[src/rtl/stage5_ctrl_pkg.sv]
// Shared types and default widths for the stage-5 sequencer and its lane registers.
package stage5_ctrl_pkg;

  localparam int unsigned DEF_PARALLEL_SIZE = 2;
  localparam int unsigned DEF_INTERVAL_SIZE = 8;
  localparam int unsigned DEF_PARA          = 16;

  typedef enum logic [1:0] {
    IDLE  = 2'd0,
    CLEAR = 2'd1,
    RUN   = 2'd2,
    DONE  = 2'd3
  } state_e;

  typedef logic [DEF_PARALLEL_SIZE-1:0][DEF_INTERVAL_SIZE-1:0][DEF_PARA-1:0] hist_t;
  typedef logic [DEF_PARALLEL_SIZE-1:0][DEF_PARA-1:0]                        cnt_t;
  typedef logic [DEF_PARALLEL_SIZE-1:0][DEF_INTERVAL_SIZE-1:0]               mode_t;

endpackage

[src/rtl/stage5_lane_regs.sv]
// One lane of stage-5 state: interval bins, max count and one-hot mode.
module stage5_lane_regs
  import stage5_ctrl_pkg::*;
#(
  parameter int unsigned INTERVAL_SIZE = DEF_INTERVAL_SIZE,
  parameter int unsigned PARA          = DEF_PARA
) (
  input  logic                          CLK_i,
  input  logic                          RST_i,
  input  logic                          clear_i,
  input  logic                          commit_i,
  input  logic                          u_add_i,
  input  logic [INTERVAL_SIZE*PARA-1:0] cnt_nxt_i,
  input  logic [PARA-1:0]               max_nxt_i,
  input  logic [INTERVAL_SIZE-1:0]      mode_nxt_i,
  output logic [INTERVAL_SIZE*PARA-1:0] cnt_q_o,
  output logic [PARA-1:0]               max_q_o,
  output logic [INTERVAL_SIZE-1:0]      mode_q_o
);

  // A counter already at all-ones whose next value wrapped to zero stays pinned.
  function automatic logic [PARA-1:0] sat_upd(input logic [PARA-1:0] q, input logic [PARA-1:0] nxt);
    return ((&q) && (nxt == '0)) ? q : nxt;
  endfunction

  // Clear on job start, commit on accepted beats, otherwise hold.
  always_ff @(posedge CLK_i) begin
    if (RST_i || clear_i) begin
      cnt_q_o  <= '0;
      max_q_o  <= '0;
      mode_q_o <= '0;
    end else if (commit_i) begin
      for (int unsigned i = 0; i < INTERVAL_SIZE; i++) begin
        cnt_q_o[i*PARA +: PARA] <= sat_upd(cnt_q_o[i*PARA +: PARA], cnt_nxt_i[i*PARA +: PARA]);
      end
      if (u_add_i) begin
        max_q_o  <= sat_upd(max_q_o, max_nxt_i);
        mode_q_o <= mode_nxt_i;
      end
    end
  end

endmodule

[src/rtl/stage5_seq_ctrl.sv]
// Job sequencer for the stage-5 datapath: start/busy/done handshake, beat counting
// and ownership of the per-lane histogram/max/mode registers.
module stage5_seq_ctrl
  import stage5_ctrl_pkg::*;
#(
  parameter int unsigned PARALLEL_SIZE = DEF_PARALLEL_SIZE,
  parameter int unsigned INTERVAL_SIZE = DEF_INTERVAL_SIZE,
  parameter int unsigned PARA          = DEF_PARA
) (
  input  logic                                        CLK_i,
  input  logic                                        RST_i,
  input  logic                                        start_i,
  input  logic                                        abort_i,
  input  logic [PARA-1:0]                             j_size_i,
  output logic                                        busy_o,
  output logic                                        done_o,
  input  logic                                        in_valid_i,
  output logic                                        in_ready_o,
  output logic                                        beat_o,
  output logic [PARA-1:0]                             beat_cnt_o,
  input  logic [PARALLEL_SIZE*INTERVAL_SIZE*PARA-1:0] interval_cnt_nxt_i,
  input  logic [PARALLEL_SIZE*PARA-1:0]               max_cnt_nxt_i,
  input  logic [PARALLEL_SIZE*INTERVAL_SIZE-1:0]      mode_nxt_i,
  input  logic [PARALLEL_SIZE-1:0]                    u_add_i,
  output logic [PARALLEL_SIZE*INTERVAL_SIZE*PARA-1:0] interval_cnt_q_o,
  output logic [PARALLEL_SIZE*PARA-1:0]               max_cnt_q_o,
  output logic [PARALLEL_SIZE*INTERVAL_SIZE-1:0]      mode_q_o
);

  localparam int unsigned LANE_HIST_W = INTERVAL_SIZE * PARA;

  state_e          state_q, state_d;
  logic [PARA-1:0] j_q;
  logic [PARA-1:0] beat_cnt_q;
  logic            load_j_c;
  logic            clear_c;
  logic            commit_c;
  logic            last_c;

  // State register.
  always_ff @(posedge CLK_i) begin
    if (RST_i) state_q <= IDLE;
    else       state_q <= state_d;
  end

  // Next state and control strobes; abort overrides everything outside IDLE.
  always_comb begin
    state_d    = state_q;
    load_j_c   = 1'b0;
    clear_c    = 1'b0;
    commit_c   = 1'b0;
    busy_o     = 1'b0;
    done_o     = 1'b0;
    in_ready_o = 1'b0;
    last_c     = (beat_cnt_q == PARA'(j_q - PARA'(1)));
    case (state_q)
      IDLE: begin
        if (start_i) begin
          load_j_c = 1'b1;
          state_d  = (j_size_i != '0) ? CLEAR : DONE;
        end
      end
      CLEAR: begin
        busy_o  = 1'b1;
        clear_c = ~abort_i;
        state_d = RUN;
      end
      RUN: begin
        busy_o     = 1'b1;
        in_ready_o = 1'b1;
        if (in_valid_i && !abort_i) begin
          commit_c = 1'b1;
          if (last_c) state_d = DONE;
        end
      end
      DONE: begin
        done_o  = 1'b1;
        state_d = IDLE;
      end
      default: state_d = IDLE;
    endcase
    if (abort_i && (state_q != IDLE)) state_d = IDLE;
  end

  assign beat_o     = in_valid_i & in_ready_o;
  assign beat_cnt_o = beat_cnt_q;

  // Job length latch and accepted-beat counter.
  always_ff @(posedge CLK_i) begin
    if (RST_i) begin
      j_q        <= '0;
      beat_cnt_q <= '0;
    end else begin
      if (load_j_c) j_q <= j_size_i;
      if (clear_c)       beat_cnt_q <= '0;
      else if (commit_c) beat_cnt_q <= beat_cnt_q + PARA'(1);
    end
  end

  for (genvar p = 0; p < PARALLEL_SIZE; p++) begin : g_lane
    stage5_lane_regs #(
      .INTERVAL_SIZE (INTERVAL_SIZE),
      .PARA          (PARA)
    ) u_lane (
      .CLK_i      (CLK_i),
      .RST_i      (RST_i),
      .clear_i    (clear_c),
      .commit_i   (commit_c),
      .u_add_i    (u_add_i[p]),
      .cnt_nxt_i  (interval_cnt_nxt_i[p*LANE_HIST_W +: LANE_HIST_W]),
      .max_nxt_i  (max_cnt_nxt_i[p*PARA +: PARA]),
      .mode_nxt_i (mode_nxt_i[p*INTERVAL_SIZE +: INTERVAL_SIZE]),
      .cnt_q_o    (interval_cnt_q_o[p*LANE_HIST_W +: LANE_HIST_W]),
      .max_q_o    (max_cnt_q_o[p*PARA +: PARA]),
      .mode_q_o   (mode_q_o[p*INTERVAL_SIZE +: INTERVAL_SIZE])
    );
  end

endmodule

[config.mk]
export PLATFORM = sky130hd
export DESIGN_NAME = stage5_seq_ctrl
export DESIGN_NICKNAME = d
export VERILOG_FILES = /design/src/rtl/stage5_ctrl_pkg.sv /design/src/rtl/stage5_lane_regs.sv /design/src/rtl/stage5_seq_ctrl.sv
export SDC_FILE = /design/constraint.sdc
export NUM_CORES = 1
export LEC_CHECK = 0
export ABC_AREA = 1
export ABC_CLOCK_PERIOD_IN_PS = 2600
export CORE_AREA = 2 2 251 253
export DETAILED_ROUTE_END_ITERATION = 6
export DIE_AREA = 0 0 253 255
export GPL_ROUTABILITY_DRIVEN = 0
export GPL_TIMING_DRIVEN = 0
export HOLD_SLACK_MARGIN = 0.08
export SETUP_SLACK_MARGIN = 0.15
export SLEW_MARGIN = 20
export SYNTH_ARGS = -nofsm -noshare
export SYNTH_HDL_FRONTEND = slang
export SYNTH_SLANG_ARGS = --single-unit
[constraint.sdc]
create_clock -name CLK_i -period 2.6 [get_ports CLK_i]
set_input_delay 0.39 -clock CLK_i [delete_from_list [all_inputs] [get_ports CLK_i]]
set_output_delay 0.39 -clock CLK_i [all_outputs]
set_load 0.03 [all_outputs]
==> summary.txt <==
Timing
  • Final setup viols: 0
  • Fmax achieved: roughly 0.44 GHz
  • Worst-margin pin slew: 0.669 ns
  • Max-slew violations: 0
  • Hold Vio Cnt, Final: 0
  • Min Tclk post-route: about 2.3 ns
  • Unrepaired setup endpoints after global routing: true
  • Period utilization: 0.884
  • Slew Limit Headroom: 0.554
  • Clock Skews: 0.0173 ns

Place
  • Dpl hpwl: 50.3 mm
  • Placed cell count: 3420
  • Port bufs: 649

Final layout
  • FILL cells: roughly 6500
  • Area grow syn2layout: 62.9%
  • Layout cells sized above 1: 0.0518
  • Nets: 3005
  • Non-Filler Instances: roughly 3500
  • Fin util: 0.375

Route
  • Vias/cell: around 4.5
  • Iteration-0 DRC count of the detailed router: 919
  • Routed vias: 15785
  • DR WL/cell: 18.2 um
  • Antenna Nets Post-Route: 0
  • DRC Markers: 0
  • Drt total wl: 63.7 mm
  • Pre-antenna DRT Iters: 5

Logic synthesis
  • Synthesized instance count: between 1500 and 2000
  • Synthesized flop and latch total: around 340
  • XOR/XNOR Fraction of Synth Area: 0.00674
  • Largest family of logic cells by synthesized area: simple AND/OR/NAND/NOR gates
  • Post-synthesis adder-cell area fraction: 0.00525
  • Syn Area/Cell: 7.25 um2
  • Mapped Nets: ~2300
  • Mux cell area share after synthesis: 0
  • Sequential element share of the synthesized area: 0.474
  • Mapped Area: ~14000 um2
  • Compound-Gate Fraction of Synth Area: 0.146
  • Yosys warns: 0
  • Synth cell types: 39
  • Simple-gate share of the synthesized area: 0.306

Worst hold path
  • Type of the worst min-delay path: input port to register

Floorplanning
  • Core area: 62200 um2
  • Initial core utilization: 0.230
  • Chip width: 253 um
  • Num rows: 92
  • DIE AREA: 64500 um2
  • IO Count: 651
  • Die height: approximately 260 um

CTS
  • Clk slew on worst S/H paths: 0.06 ns
  • Worst-Skew Late Latency: ~0.56 ns
  • CTS tree: done
  • Clock buffer count from CTS: 42
  • Clock root cell: clkbuf_16
  • Sinks on the clock net: 338
  • Max H-tree Level: 2
  • Hold_buf cts: 0
  • Clock Path Buffers: 3

Pwr
  • Pwr dens: 711 nW/um2
  • Leakage power: between 0.008 and 0.009 uW
  • Maximum VDD drop: around 0.00047 V

Setup path
  • Crit path DAT: 1.91 ns
  • Worst Path Required: 2.21 ns
  • CP Capture Type: output port
  • CP Class: register to output port
  • Max FO, Critical Path: 4
  • Worst Setup Start Kind: register

Global route
  • First-pass GRT wire length: 91.9 mm
  • Met1 Use GR: 0.208
  • M2 GR Usage: 0.324
  • Vias in the first global route: 15063
  • Largest net degree at the start of global routing: 13
  • Initial antenna violation count: 5
  • GRT Max-Usage Layer: met2
  • M3 GR Usage: 0.0686
  • GRT overflow: 0
  • Total GRT Usage: 0.187

Status
  • Status: complete, no violations

Flow run
  • Max-cap viol count: 0
==> repair_timing <==
action	4_1_cts	5_1_grt
endpoints found under the setup margin	280	184
gates resized for setup	25	36
buffers inserted	0	7
pin swaps	0	1
==> placed cells by master (no fill, tap or decap), types with 5 or more instances in the layout <==
cell type / instances
buf_2: 9
buf_4: 6
xnor2_1: 5
nor2_1: 528
o21ai_1: 8
clkinv_2: 8
nor3_1: 28
clkbuf_8: 5
o21ai_0: 260
clkbuf_1: 65
a211oi_1: 13
nand2_1: 203
ha_1: 5
clkbuf_2: 24
nand4_1: 62
dfxtp_1: 338
nor4b_1: 49
nand3_1: 67
nor4_1: 14
xor2_1: 6
clkdlybuf4s50_1: 647
a21oi_1: 120
inv_1: 128
clkbuf_16: 42
==> sequential cells by signal (all words and copies together) (netlist names) <==
name and flops:
beat_cnt_o 16, g_lane.u_lane.cnt_q_o 256, state_q 2, g_lane.u_lane.mode_q_o 16, j_q 16, g_lane.u_lane.max_q_o 32
==> synth_stat cells <==
master / count / area, um2
nor2_1: 528 / 1980
dfxtp_1: 338 / 6770
o21ai_0: 264 / 1320
nand2_1: 205 / 769
inv_1: 130 / 488
a21oi_1: 120 / 601
clkbuf_1: 76 / 285
nand3_1: 67 / 335
nand4_1: 62 / 388
nor4b_1: 49 / 429
nor3_1: 28 / 140
nor4_1: 15 / 93.8
a211oi_1: 13 / 97.6
buf_2: 8 / 40.0
clkbuf_2: 7 / 35.0
ha_1: 6 / 75.1
xor2_1: 6 / 52.6
nor2_2: 5 / 31.3
xnor2_1: 5 / 43.8
nand3b_1: 4 / 30.0
o21ai_1: 4 / 20.0
or2_2: 4 / 25.0
clkinv_1: 3 / 11.3
nand2_2: 3 / 18.8
nor2_4: 3 / 33.8
or2_1: 3 / 18.8
buf_6: 2 / 22.5
inv_2: 2 / 7.51
o21a_1: 2 / 15.0
a21oi_2: 1 / 8.76
buf_4: 1 / 7.51
inv_4: 1 / 6.26
nand3_2: 1 / 10.0
nand3_4: 1 / 17.5
nand4_2: 1 / 12.5
nor2_8: 1 / 20.0
nor3b_2: 1 / 12.5
o2111ai_1: 1 / 8.76
o21bai_1: 1 / 7.51
==> layout make-up <==
| cell class | instances | area, um2 | area share |
|---|---|---|---|
| antenna | 3 | 7.51 | 0.000322 |
| multi-input combinational | 1404 | 6660 | 0.286 |
| timing repair buffer | 656 | 6580 | 0.283 |
| clock buffer | 58 | 1160 | 0.0499 |
| inverter | 136 | 518 | 0.0222 |
| buffer | 94 | 449 | 0.0193 |
| clock inverter | 16 | 138 | 0.00591 |
| tap | 799 | 1000 | 0.0429 |
| sequential | 338 | 6770 | 0.291 |
==> per-layer routing <==
| layer | wire, um | vias up | part of all wire |
|---|---|---|---|
| li1 | - | 7980 | - |
| met1 | 25000 | 7134 | 0.39 |
| met2 | 30500 | 562 | 0.48 |
| met3 | 5870 | 105 | 0.092 |
| met4 | 2270 | 4 | 0.036 |
| met5 | 27 | - | 0.00042 |
==> final timing paths <==
path                                                    from                      endpoint  slack, ns  depth (start not counted)
worst max-delay path                              state_q[0]                    in_ready_o       0.30                          3
worst min-delay path                                   RST_i                        j_q[5]       0.38                          2
worst max register to register  g_lane[0].u_lane.cnt_q_o[15]  g_lane[0].u_lane.cnt_q_o[13]       0.31                          8
worst min register to register  g_lane[1].u_lane.mode_q_o[5]  g_lane[1].u_lane.mode_q_o[5]       0.47                          2
==> cells by family after synthesis <==
group	count (synthesis)
xor+xnor	11
simple gates	981
compound gates	406
flops	338
buf+inv	230
fa+ha+maj	6
==> through the flow <==
stage	total power (uW)	worst slack, ns	setup TNS (ns)	cell area (um2)	hold WS, ns
detailed placement	11000	-1.04	-170.58	21800	0.456
finish	16500	0.302	0	23300	0.381
global route	17400	0.120	0	23300	0.367
CTS	16700	0.155	0	23100	0.332
global placement	11000	-1.38	-171.14	21800	0.453
floorplan	8780	0.420	0	14300	0.452
==> worst max-delay path: stages, from the launching register on <==
cell and delay (ns):
dfxtp_1 0.33, inv_1 0.11, ha_2 0.22, clkdlybuf4s50_1 0.70
==> power by group <==
group	internal [uW]	switching, uW
clock	3240	2380
sequential	5670	423
combinational	1950	2890
total	10900	5690
No activity file was read; power rests on OpenSTA's default activity.
